**config.mk**
```make
export PLATFORM = sky130hd
export DESIGN_NAME = dii_echo_endpoint
export DESIGN_NICKNAME = d
export VERILOG_FILES = /design/src/rtl/dii_echo_endpoint.sv
export SDC_FILE = /design/constraint.sdc
export NUM_CORES = 1
export LEC_CHECK = 0
export BUFFER_PORTS_ARGS = -buffer_cell sky130_fd_sc_hd__buf_4
export CAP_MARGIN = 10
export CORE_ASPECT_RATIO = 1.5
export CORE_UTILIZATION = 40
export DETAILED_ROUTE_END_ITERATION = 12
export HOLD_SLACK_MARGIN = 0.05
export PLACE_DENSITY = 0.58
export SYNTH_ARGS = -nofsm -noshare
export SYNTH_HDL_FRONTEND = slang
export SYNTH_SLANG_ARGS = --single-unit
export TNS_END_PERCENT = 10
```
**constraint.sdc**
```tcl
create_clock -name clk -period 4 [get_ports clk]
set_clock_uncertainty 0.05 [all_clocks]
set_input_delay 0.8 -clock clk [delete_from_list [all_inputs] [get_ports clk]]
set_output_delay 0.8 -clock clk [all_outputs]
set_load 0.01 [all_outputs]
```
**src/rtl/dii_echo_endpoint.sv**
```systemverilog
// Bank of DII stub endpoints that echo packets back with src/dest swapped.
// Optional per-channel statistics counters: define DII_ECHO_STATS_EN.
module dii_echo_endpoint #(
  parameter int unsigned PORTS   = 1,
  parameter logic [15:0] ID_BASE = 16'h0010,
  parameter int unsigned MAX_LEN = 8
) (
  input  logic                clk,
  input  logic                rst,
  input  logic [16*PORTS-1:0] in_flat_data,
  input  logic [PORTS-1:0]    in_flat_first,
  input  logic [PORTS-1:0]    in_flat_last,
  input  logic [PORTS-1:0]    in_flat_valid,
  output logic [PORTS-1:0]    in_flat_ready,
  output logic [16*PORTS-1:0] out_flat_data,
  output logic [PORTS-1:0]    out_flat_first,
  output logic [PORTS-1:0]    out_flat_last,
  output logic [PORTS-1:0]    out_flat_valid,
  input  logic [PORTS-1:0]    out_flat_ready
`ifdef DII_ECHO_STATS_EN
  ,
  output logic [16*PORTS-1:0] stat_flat_echoed,
  output logic [16*PORTS-1:0] stat_flat_dropped
`endif
);

  localparam int unsigned LW    = $clog2(MAX_LEN + 1);
  localparam int unsigned DEPTH = 2 ** LW;

  typedef enum logic [1:0] {
    IDLE,
    RECV,
    DROP,
    SEND
  } state_e;

  for (genvar g = 0; g < PORTS; g++) begin : g_ch
    localparam logic [15:0] MY_ID = 16'(ID_BASE + 16'(g));

    state_e        state_q;
    logic [15:0]   buf_q [DEPTH];
    logic [LW-1:0] len_q;
    logic [LW-1:0] idx_q;
    logic [15:0]   od_q;
    logic          of_q;
    logic          ol_q;
    logic          ov_q;

    logic [15:0]   in_d;
    logic          in_f;
    logic          in_l;
    logic          in_v;
    logic          rdy;
    logic          acc;
    logic          out_hs;
    logic [LW-1:0] nxt;
    logic          full;

    assign in_d   = in_flat_data[16*g +: 16];
    assign in_f   = in_flat_first[g];
    assign in_l   = in_flat_last[g];
    assign in_v   = in_flat_valid[g];
    assign rdy    = ~rst & (state_q != SEND);
    assign acc    = in_v & rdy;
    assign out_hs = ov_q & out_flat_ready[g];
    assign nxt    = idx_q + 1'b1;
    assign full   = (len_q == LW'(MAX_LEN));

    assign in_flat_ready[g]         = rdy;
    assign out_flat_data[16*g +: 16] = od_q;
    assign out_flat_first[g]        = of_q;
    assign out_flat_last[g]         = ol_q;
    assign out_flat_valid[g]        = ov_q;

    always_ff @(posedge clk) begin
      if (rst) begin
        state_q <= IDLE;
        len_q   <= '0;
        idx_q   <= '0;
        od_q    <= '0;
        of_q    <= 1'b0;
        ol_q    <= 1'b0;
        ov_q    <= 1'b0;
      end else begin
        unique case (state_q)
          IDLE: begin
            if (acc && in_f && !in_l) begin
              buf_q[0] <= in_d;
              len_q    <= LW'(1);
              state_q  <= RECV;
            end
          end
          RECV: begin
            if (acc) begin
              if (in_f) begin
                buf_q[0] <= in_d;
                len_q    <= LW'(1);
                state_q  <= in_l ? IDLE : RECV;
              end else if (full) begin
                state_q <= in_l ? IDLE : DROP;
              end else begin
                buf_q[len_q] <= in_d;
                len_q        <= len_q + 1'b1;
                if (in_l) begin
                  if (buf_q[0] == MY_ID) begin
                    state_q <= SEND;
                    idx_q   <= '0;
                    ov_q    <= 1'b1;
                    of_q    <= 1'b1;
                    ol_q    <= 1'b0;
                    // A 2-word packet's src is the word arriving right now
                    od_q    <= (len_q == LW'(1)) ? in_d : buf_q[1];
                  end else begin
                    state_q <= IDLE;
                  end
                end
              end
            end
          end
          DROP: begin
            if (acc && in_l) state_q <= IDLE;
          end
          SEND: begin
            if (out_hs) begin
              if (ol_q) begin
                ov_q    <= 1'b0;
                of_q    <= 1'b0;
                ol_q    <= 1'b0;
                state_q <= IDLE;
              end else begin
                idx_q <= nxt;
                of_q  <= 1'b0;
                ol_q  <= (nxt == len_q - 1'b1);
                od_q  <= (nxt == LW'(1)) ? MY_ID : buf_q[nxt];
              end
            end
          end
          default: state_q <= IDLE;
        endcase
      end
    end

`ifdef DII_ECHO_STATS_EN
    logic [15:0] echo_cnt_q;
    logic [15:0] drop_cnt_q;
    logic        echo_ev;
    logic        drop_ev;
    logic        recv_drop;

    assign echo_ev   = (state_q == SEND) & out_hs & ol_q;
    assign recv_drop = (state_q == RECV) &
                       (in_f | full | (in_l & (buf_q[0] != MY_ID)));
    assign drop_ev   = acc &
                       (((state_q == IDLE) & in_f & in_l) | recv_drop);

    always_ff @(posedge clk) begin
      if (rst) begin
        echo_cnt_q <= '0;
        drop_cnt_q <= '0;
      end else begin
        if (echo_ev && echo_cnt_q != 16'hFFFF)
          echo_cnt_q <= echo_cnt_q + 16'd1;
        if (drop_ev && drop_cnt_q != 16'hFFFF)
          drop_cnt_q <= drop_cnt_q + 16'd1;
      end
    end

    assign stat_flat_echoed[16*g +: 16]  = echo_cnt_q;
    assign stat_flat_dropped[16*g +: 16] = drop_cnt_q;
`endif
  end

endmodule

```
# Word level (Yosys, flattened, before mapping)
# Memories as Yosys holds them, arrays and structs flattened.
# Cells that the tools add are included.
# W data, S select, Z words.
# word_totals
reg_bits	29
ramBits	256
word_cells	122
n_memories	1
# classes
add_sub_neg	3
n_eq_ne	21
mux	72
bitwise_logic	5
n_reduce_logical	13
# mem_list
memory	depth	word_bits	rd	rd_ports_with_merged_regs	wr	line	text
g_ch[0].buf_q	16	16	3	0	1	41	logic [15:0] buf_q [DEPTH];
# ops
operator	count
$mux W16	11
$mux W4	12
$mux W1	32
$pmux W16 S2	1
$ne A2 B2 Y1 const B	11
$mux W2	10
$eq A16 B5 Y1 const B	1
$pmux W4 S2	2
$reduce_and A8 Y1	2
$reduce_or A16 Y1	1
$add A4 B1 Y4 const B	2
$eq A4 B1 Y1 const B	2
$pmux W2 S4	1
$reduce_and A7 Y1	1
$pmux W1 S2	3
$reduce_and A6 Y1	1
$eq A2 B2 Y1 const B	2
$eq A4 B4 Y1	1
$eq A4 B4 Y1 const B	1
$ne A4 B4 Y1 const B	1
$reduce_and A4 Y1	1
$reduce_bool A2 Y1	2
$sub A4 B1 Y4 const B	1
$and A1 B1 Y1	3
other kinds (7)	9

# Logic depth before layout (Yosys ltp)
# Gate-level depths: netlist of run 1.
# logic_depth
ltp_word	11
depth_mapped	13
depth_no_buf	8

# Least setup slack after synthesis of run 1
# No wires, ideal clock.
# synth_path
path_type	in2reg
start	input port in_flat_valid
end	memory g_ch[0].buf_q[1][0] (enable)
setup_ns	0.409
arrival_ns	2.793
required_time_ns	3.541
path_slack_ns	0.748
stages	6
path_buffers	1
path_cell_list	nor2b_1 and3_1 buf_2 and2b_1 nand2_1 nor3_1
# synth_via
elab_chain_len	9
# synth_lines
item	line	text
start: declaration	13	input logic [PORTS-1:0] in_flat_valid,
$and A1 B1 Y1 *	64	assign acc = in_v & rdy;
$logic_and A1 B1 Y1 (2 in a row)	87	if (acc && in_f && !in_l) begin
$mux W1	87	
$mux W1	85	unique case (state_q)
$mux W1	76	if (rst) begin
$mux W1 (not written as such)	88	buf_q[0] <= in_d;
$or A1 B1 Y1 (no source line)	--	
$mux W1 (no source line)	--	
end: declaration	41	
# Every way passes the cells marked *; elsewhere a longest branch is shown, timed or not.

# Worst setup path in the final report of run 1
# layout_path
start	register g_ch[0].idx_q[0]
end	register g_ch[0].od_q[10] (netlist: out_flat_data[10])
# layout_via
elab_chain_len	6
# layout_lines
item	line	text
start: declaration	43	logic [LW-1:0] idx_q;
start signal: assignment	131	idx_q <= nxt;
$add A4 B1 Y4 *	66	assign nxt = idx_q + 1'b1;
$mem_v2 Z16 W16 / $eq A4 B1 Y1 (equally long branches)	--	
$mux W16 *	134	od_q <= (nxt == LW'(1)) ? MY_ID : buf_q[nxt];
$mux W16 *	125	if (ol_q) begin
$mux W16 *	124	if (out_hs) begin
$pmux W16 S2 *	85	
end signal: assignment	112	od_q <= (len_q == LW'(1)) ? in_d : buf_q[1];
end signal: assignment	134	
end: declaration	44	logic [15:0] od_q;
# Every way passes the cells marked *; elsewhere a longest branch is shown, timed or not. The select of a mux whose other input is x is not followed.
# A chain may end at the register's enable or synchronous reset.

==> results of run 1 <==
## cell families (layout without fill, tap and decap cells)
kind of cell | Yosys count | after routing | share of synthesized area
buffers and inverters | 50 | 137 | 0.02601
adders and majority gates | 5 | 5 | 0.005419
AOI/OAI and AO/OA | 90 | 90 | 0.05755
muxes | 99 | 99 | 0.1534
xor gates and xnor gates | 9 | 9 | 0.007479
and+or+nand+nor | 75 | 75 | 0.03403
DFF | 285 | 285 | 0.7162
## critical path: stages, from the launching register on
cell     delay, ns
dfxtp_4       0.62
inv_1         0.19
ha_4          0.65
buf_4         0.33
mux4_2        0.33
mux2i_1       0.18
o22ai_1       0.11
o221a_1       0.24
## registers in the layout, indices dropped and copies added, names as in the netlist
| signal | count |
|---|---|
| g_ch.idx_q | 4 |
| out_flat_first | 1 |
| out_flat_data | 16 |
| out_flat_last | 1 |
| g_ch.len_q | 4 |
| g_ch.state_q | 2 |
| out_flat_valid | 1 |
| g_ch.buf_q | 256 |
## final cells by class
type	count	area (um2)	area share
clock buffers	42	782.0	0.05914
repair buffers	78	598.1	0.04523
flip-flops and latches	285	8272	0.6256
clock inverters	6	53.80	0.004069
multi-input cells	278	3043	0.2301
well taps	346	432.9	0.03274
inverters	11	41.29	0.003123
## report_power, final
group,total [mW],internal [mW],switching (mW)
Sequential,3.25,3.24,0.00549
Combinational,0.0996,0.0311,0.0684
Clock,2.44,1.40,1.04
Total,5.78,4.67,1.11
## layout by cell type (no fill, tap or decap), drive strengths merged, types with 6 or more instances in the layout
master	synthesis	final
a21oi	10	10
a22oi	15	15
buf	31	78
clkbuf	8	42
dfxtp	29	29
edfxtp	256	256
inv	10	10
mux2i	34	34
mux4	62	62
nand2	13	13
nand3	6	6
nor2	21	21
nor3	10	10
nor4	6	6
o21ai	18	18
o221a	15	15
o22ai	17	17
## worst max-delay path by stage
stage,start,depth (start not counted),slack (ns),end
floorplan,in_flat_valid,6,0.75,g_ch[0].buf_q[1][0]
global placement,rst,7,1.15,g_ch[0].buf_q[7][8]
detailed placement,rst,7,1.04,g_ch[0].buf_q[7][6]
CTS,g_ch[0].idx_q[0],7,1.08,out_flat_data[3]
global route,g_ch[0].idx_q[0],7,0.94,out_flat_data[10]
finish,g_ch[0].idx_q[0],7,1.16,out_flat_data[10]
## per-layer routing
metal / wire [um] / up-vias
met2: 14210 / 164
met4: 904 / 0
met1: 10820 / 3264
met3: 1215 / 47
met5: 0 / -
li1: - / 2652
## metrics by stage
step           instances  worst slack, ns
3_5_place_dp         998            1.041
2_1_floorplan        613           0.7482
6_report            1046            1.159
3_3_place_gp         998            1.154
5_1_grt             1046           0.9397
4_1_cts             1046            1.081
## synth_stat cells, types with 3 or more instances
cell type,n
a21oi_1,10
and3_1,3
edfxtp_1,256
a21o_1,3
xnor2_1,5
dfxtp_1,29
mux4_2,62
nor3_1,9
o221a_1,15
ha_1,5
nand2_1,13
nor2_1,21
buf_2,15
o21ai_1,6
clkbuf_1,8
buf_4,3
nand3_1,6
nor4_1,6
inv_1,10
xor2_1,3
mux2i_1,34
o22ai_1,16
a22oi_1,15
o21ai_0,12
buf_6,11
==> run metrics, run 1 <==
status=finished, final reports clean; CTS Sinks=285; cell taking the most area after synthesis=edfxtp_1; Hold WC Path Type=register to register; port bufs=41; met2 Resource Use GR=0.3344; worst r2r src=g_ch[0].idx_q[0]; Final Util=0.4697; GR Util All Layers=0.1896; Syn Inst Count=613; ant diodes=0; CTS tree=yes; Lkg Pwr=4.115 nW; vias per cell=5.858; worst hold start=out_flat_data[4]; largest net degree at the start of global routing=33; Post-synth EDFFs=256; gr busiest metal=met2; Routed Antenna Nets=0; setup violators final=0; GRT met3 Usage=0.02067; Synth top area share=0.6659; # rows=75; placed inst area=12390 um2; Avg Cell Area, Syn=18.83 um2; Pwr Total=5.785 mW; routed via count=6127; hold buffer count at CTS=0; Worst-Margin Slew=0.9395 ns; share of layout cells above drive strength 1=0.2843; Syn-to-layout area delta=14.53%; Hold WS=0.4438 ns; Chip Height=210.1 um; setup TNS=0 ns; Rel. slew slack=0.3714; hold-critical path depth=1; flop2flop setup slack=1.16 ns; Total Wirelength=27140 um; Starting Density=0.4101; Post-DP HPWL=16430 um; Critical Path AT=3.21 ns; FMAX=0.3520 GHz; initial antenna violation count=0; fin crit share=0.7103; Startpoint Class=register; nets@finish=707; GR Util met1=0.2350; 1st-iter DRT viols=451; fill count=2314; H-tree depth=1; Crit Path Class=register to register; Pins Over Slew Limit=0; PostCTS Resize Cnt=0; clock latency on the worst-skew pair=0.54 ns; global-route wire length before repair=40640 um; Max Buffers Root-to-Sink=3; final-report hold violation count=0; Setup Fix Bufs, Post-CTS=0; CTS root buffer=clkbuf_16; GR Overflow Total=0; Core Area=28150 um2; RSZ-0062 raised after global routing=no; YS warnings=0; die width=140.7 um; Critical Path End Type=register; sequential share of the synthesized area=0.7162; Max Cap Violations=0; syn nets=640; largest cells by area after synthesis=edfxtp_1, mux4_2, dfxtp_1, mux2i_1, o221a_1; die area=29560 um2; post-synthesis register bit count=285; FF-to-FF End=out_flat_data[10]; GP Congestion=0.7875; Post-Syn Area=11540 um2; final instance area=13220 um2; Cell variety after synth=54; Residual DRC=0; boundary pin count=42; Routed wire per std cell=25.95 um; Cell Pwr Density=437.5 nW/um2; first-pass iteration count of the detailed router=4; Main synth FF type=edfxtp_1; hold path endpoint=out_flat_data[4]; Async SR Flop Fraction=0; total CTS buffers=26; vias in the first global route=6486; Reg clk slew, reported paths=0.07 ns; Worst R2R Path Depth=7; Worst VDD drop=0.2316 mV; Crit Path Max Fanout=32; Tmin final=2.841 ns; CP required=4.37 ns
Note: power is estimated with default switching activity, not from simulation.
==> run 2, diff against run 1 <==
- clock period: 4 -> 2.7 ns (I/O delays scaled with it)
==> run metrics, run 2 (synthesis results as in run 1) <==
status=finished, final reports clean; commonest non-fill, non-tap cell in the layout=edfxtp_1; setup TNS=0 ns (unchanged); Max Cap Violations=0 (unchanged); Residual DRC=0 (unchanged); Critical Path End Type=register; Startpoint Class=register; global-route wire length before repair=40520 um (-0.31%); max reg flops=256 (unchanged); CTS root buffer=clkbuf_16; hold buffer count at CTS=0 (unchanged); Pins Over Slew Limit=0 (unchanged); initial antenna violation count=0 (unchanged); Worst-Margin Slew=0.9875 ns (+0.04805 ns); setup violators final=0 (unchanged); GP Congestion=0.8229 (+4.5%); routed via count=6090 (-0.60%); port bufs=41 (unchanged); vias per cell=5.800 (-0.98%); footprint of the multi-input gates=3043 um2 (unchanged); vias in the first global route=6462 (-0.37%); CTS Sinks=285 (unchanged); Tmin final=2.453 ns (-0.3877 ns); Starting Density=0.4101 (unchanged); hold-critical path depth=1 (unchanged); CP required=3.13 ns (-1.24 ns); largest net degree at the start of global routing=56 (+70%); Max Buffers Root-to-Sink=3 (unchanged); clock latency on the worst-skew pair=0.54 ns (about the same); total CTS buffers=26 (unchanged); RSZ-0062 raised after global routing=no; fin crit share=0.9086 (+0.1984); largest register by flop count=g_ch.buf_q; Pwr Total=8.621 mW (+49%); Chip Height=210.1 um (unchanged); FMAX=0.4076 GHz (+16%); top routing layer in use=met4; Critical Path AT=2.88 ns (-0.33 ns); die width=140.7 um (unchanged); met1 wire length=10710 um (-0.98%); Routed wire per std cell=25.34 um (-2.3%); Reg clk slew, reported paths=0.07 ns (about the same); share of layout cells above drive strength 1=0.2945 (+0.01017); Hold WC Path Type=primary input to register; boundary pin count=42 (unchanged); GR Overflow Total=0 (unchanged); final-report hold violation count=0 (unchanged); Worst R2R Path Depth=7 (unchanged); Syn-to-layout area delta=17.05%; Lkg Pwr=4.203 nW (+2.1%); Post-DP HPWL=17400 um (+5.9%); 1st-iter DRT viols=477 (+5.8%); Total Wirelength=26610 um (-2.0%); H-tree depth=1 (unchanged); Setup Fix Bufs, Post-CTS=0 (unchanged); GR Util All Layers=0.1865 (-0.003166); WL met2=14380 um (+1.3%); die area=29560 um2 (unchanged); Worst VDD drop=0.3834 mV (+66%); nets@finish=713 (+0.85%); Core Area=28150 um2 (unchanged); Routed Antenna Nets=0 (unchanged); wire length on met3=1007 um (-17%); CTS tree=yes; Cell Pwr Density=638.0 nW/um2 (+46%); PostCTS Resize Cnt=0 (unchanged); Crit Path Max Fanout=11 (-66%); fill count=2331 (+0.73%); most frequent cells in the layout=edfxtp_1, buf_4, mux4_2; # rows=75 (unchanged); first-pass iteration count of the detailed router=5 (+1); register area=8272 um2 (unchanged); Crit Path Class=register to register; Rel. slew slack=0.3392 (-0.03215)
==> run 2: changes by cell type in the layout (fill, tap and decap cells not counted), sizes merged <==
cell	delta
bufinv	+1
clkinv	+3
diode	+1
buf	+6
inv	+1
clkbuf	-8
==> run 2: worst paths after layout <==
| check | start | end | slack, ns |
|---|---|---|---|
| min | in_flat_data[10] | g_ch[0].buf_q[1][10] | 0.28 |
| max reg2reg | g_ch[0].idx_q[0] | out_flat_data[2] | 0.25 |
| min reg2reg | out_flat_data[4] | out_flat_data[4] | 0.44 |
| max | g_ch[0].idx_q[0] | out_flat_data[2] | 0.25 |
==> run 2: worst max-delay path, cell delays in order, from the launching register on <==
cell and delay [ns]:
dfxtp_4 0.36, ha_1 0.28, xor2_4 0.20, nor2_1 0.76
buf_4 0.28, a22oi_1 0.08, o21ai_0 0.16, o221a_1 0.21
==> run 2: layer usage <==
metal | global-route usage | vias up
met5 | 0 | -
met4 | 0.05922 | 0
met3 | 0.02158 | 31
met2 | 0.3400 | 157
met1 | 0.2300 | 3233
li1 | - | 2669
==> run 2: cell type report <==
class	instances	share of cell area
clock buffers	34	0.05417
clock inverters	11	0.008056
well taps	346	0.03204
multi-input cells	278	0.2252
inverters	11	0.003056
diodes	1	0.0001852
flip-flops and latches	285	0.6121
repair buffers	84	0.06519
==> run 2: per-stage QoR <==
stage / area (um2) / hold WS (ns) / util / cells / worst slack [ns]
3_3_place_gp: 12670 / 0.4294 / 0.4500 / 1004 / 0.2955
6_report: 13510 / 0.2809 / 0.4800 / 1050 / 0.2467
5_1_grt: 13510 / 0.2731 / 0.4799 / 1049 / 0.1118
2_1_floorplan: 11550 / 0.4506 / - / 613 / -0.3968
4_1_cts: 13510 / 0.2617 / 0.4799 / 1049 / 0.2348
3_5_place_dp: 12670 / 0.4267 / 0.4500 / 1004 / 0.2524
==> run 2: power by group <==
| part | internal (mW) | switching [mW] |
|---|---|---|
| combinational | 0.0507 | 0.108 |
| clock | 2.09 | 1.56 |
| sequential | 4.80 | 0.00683 |
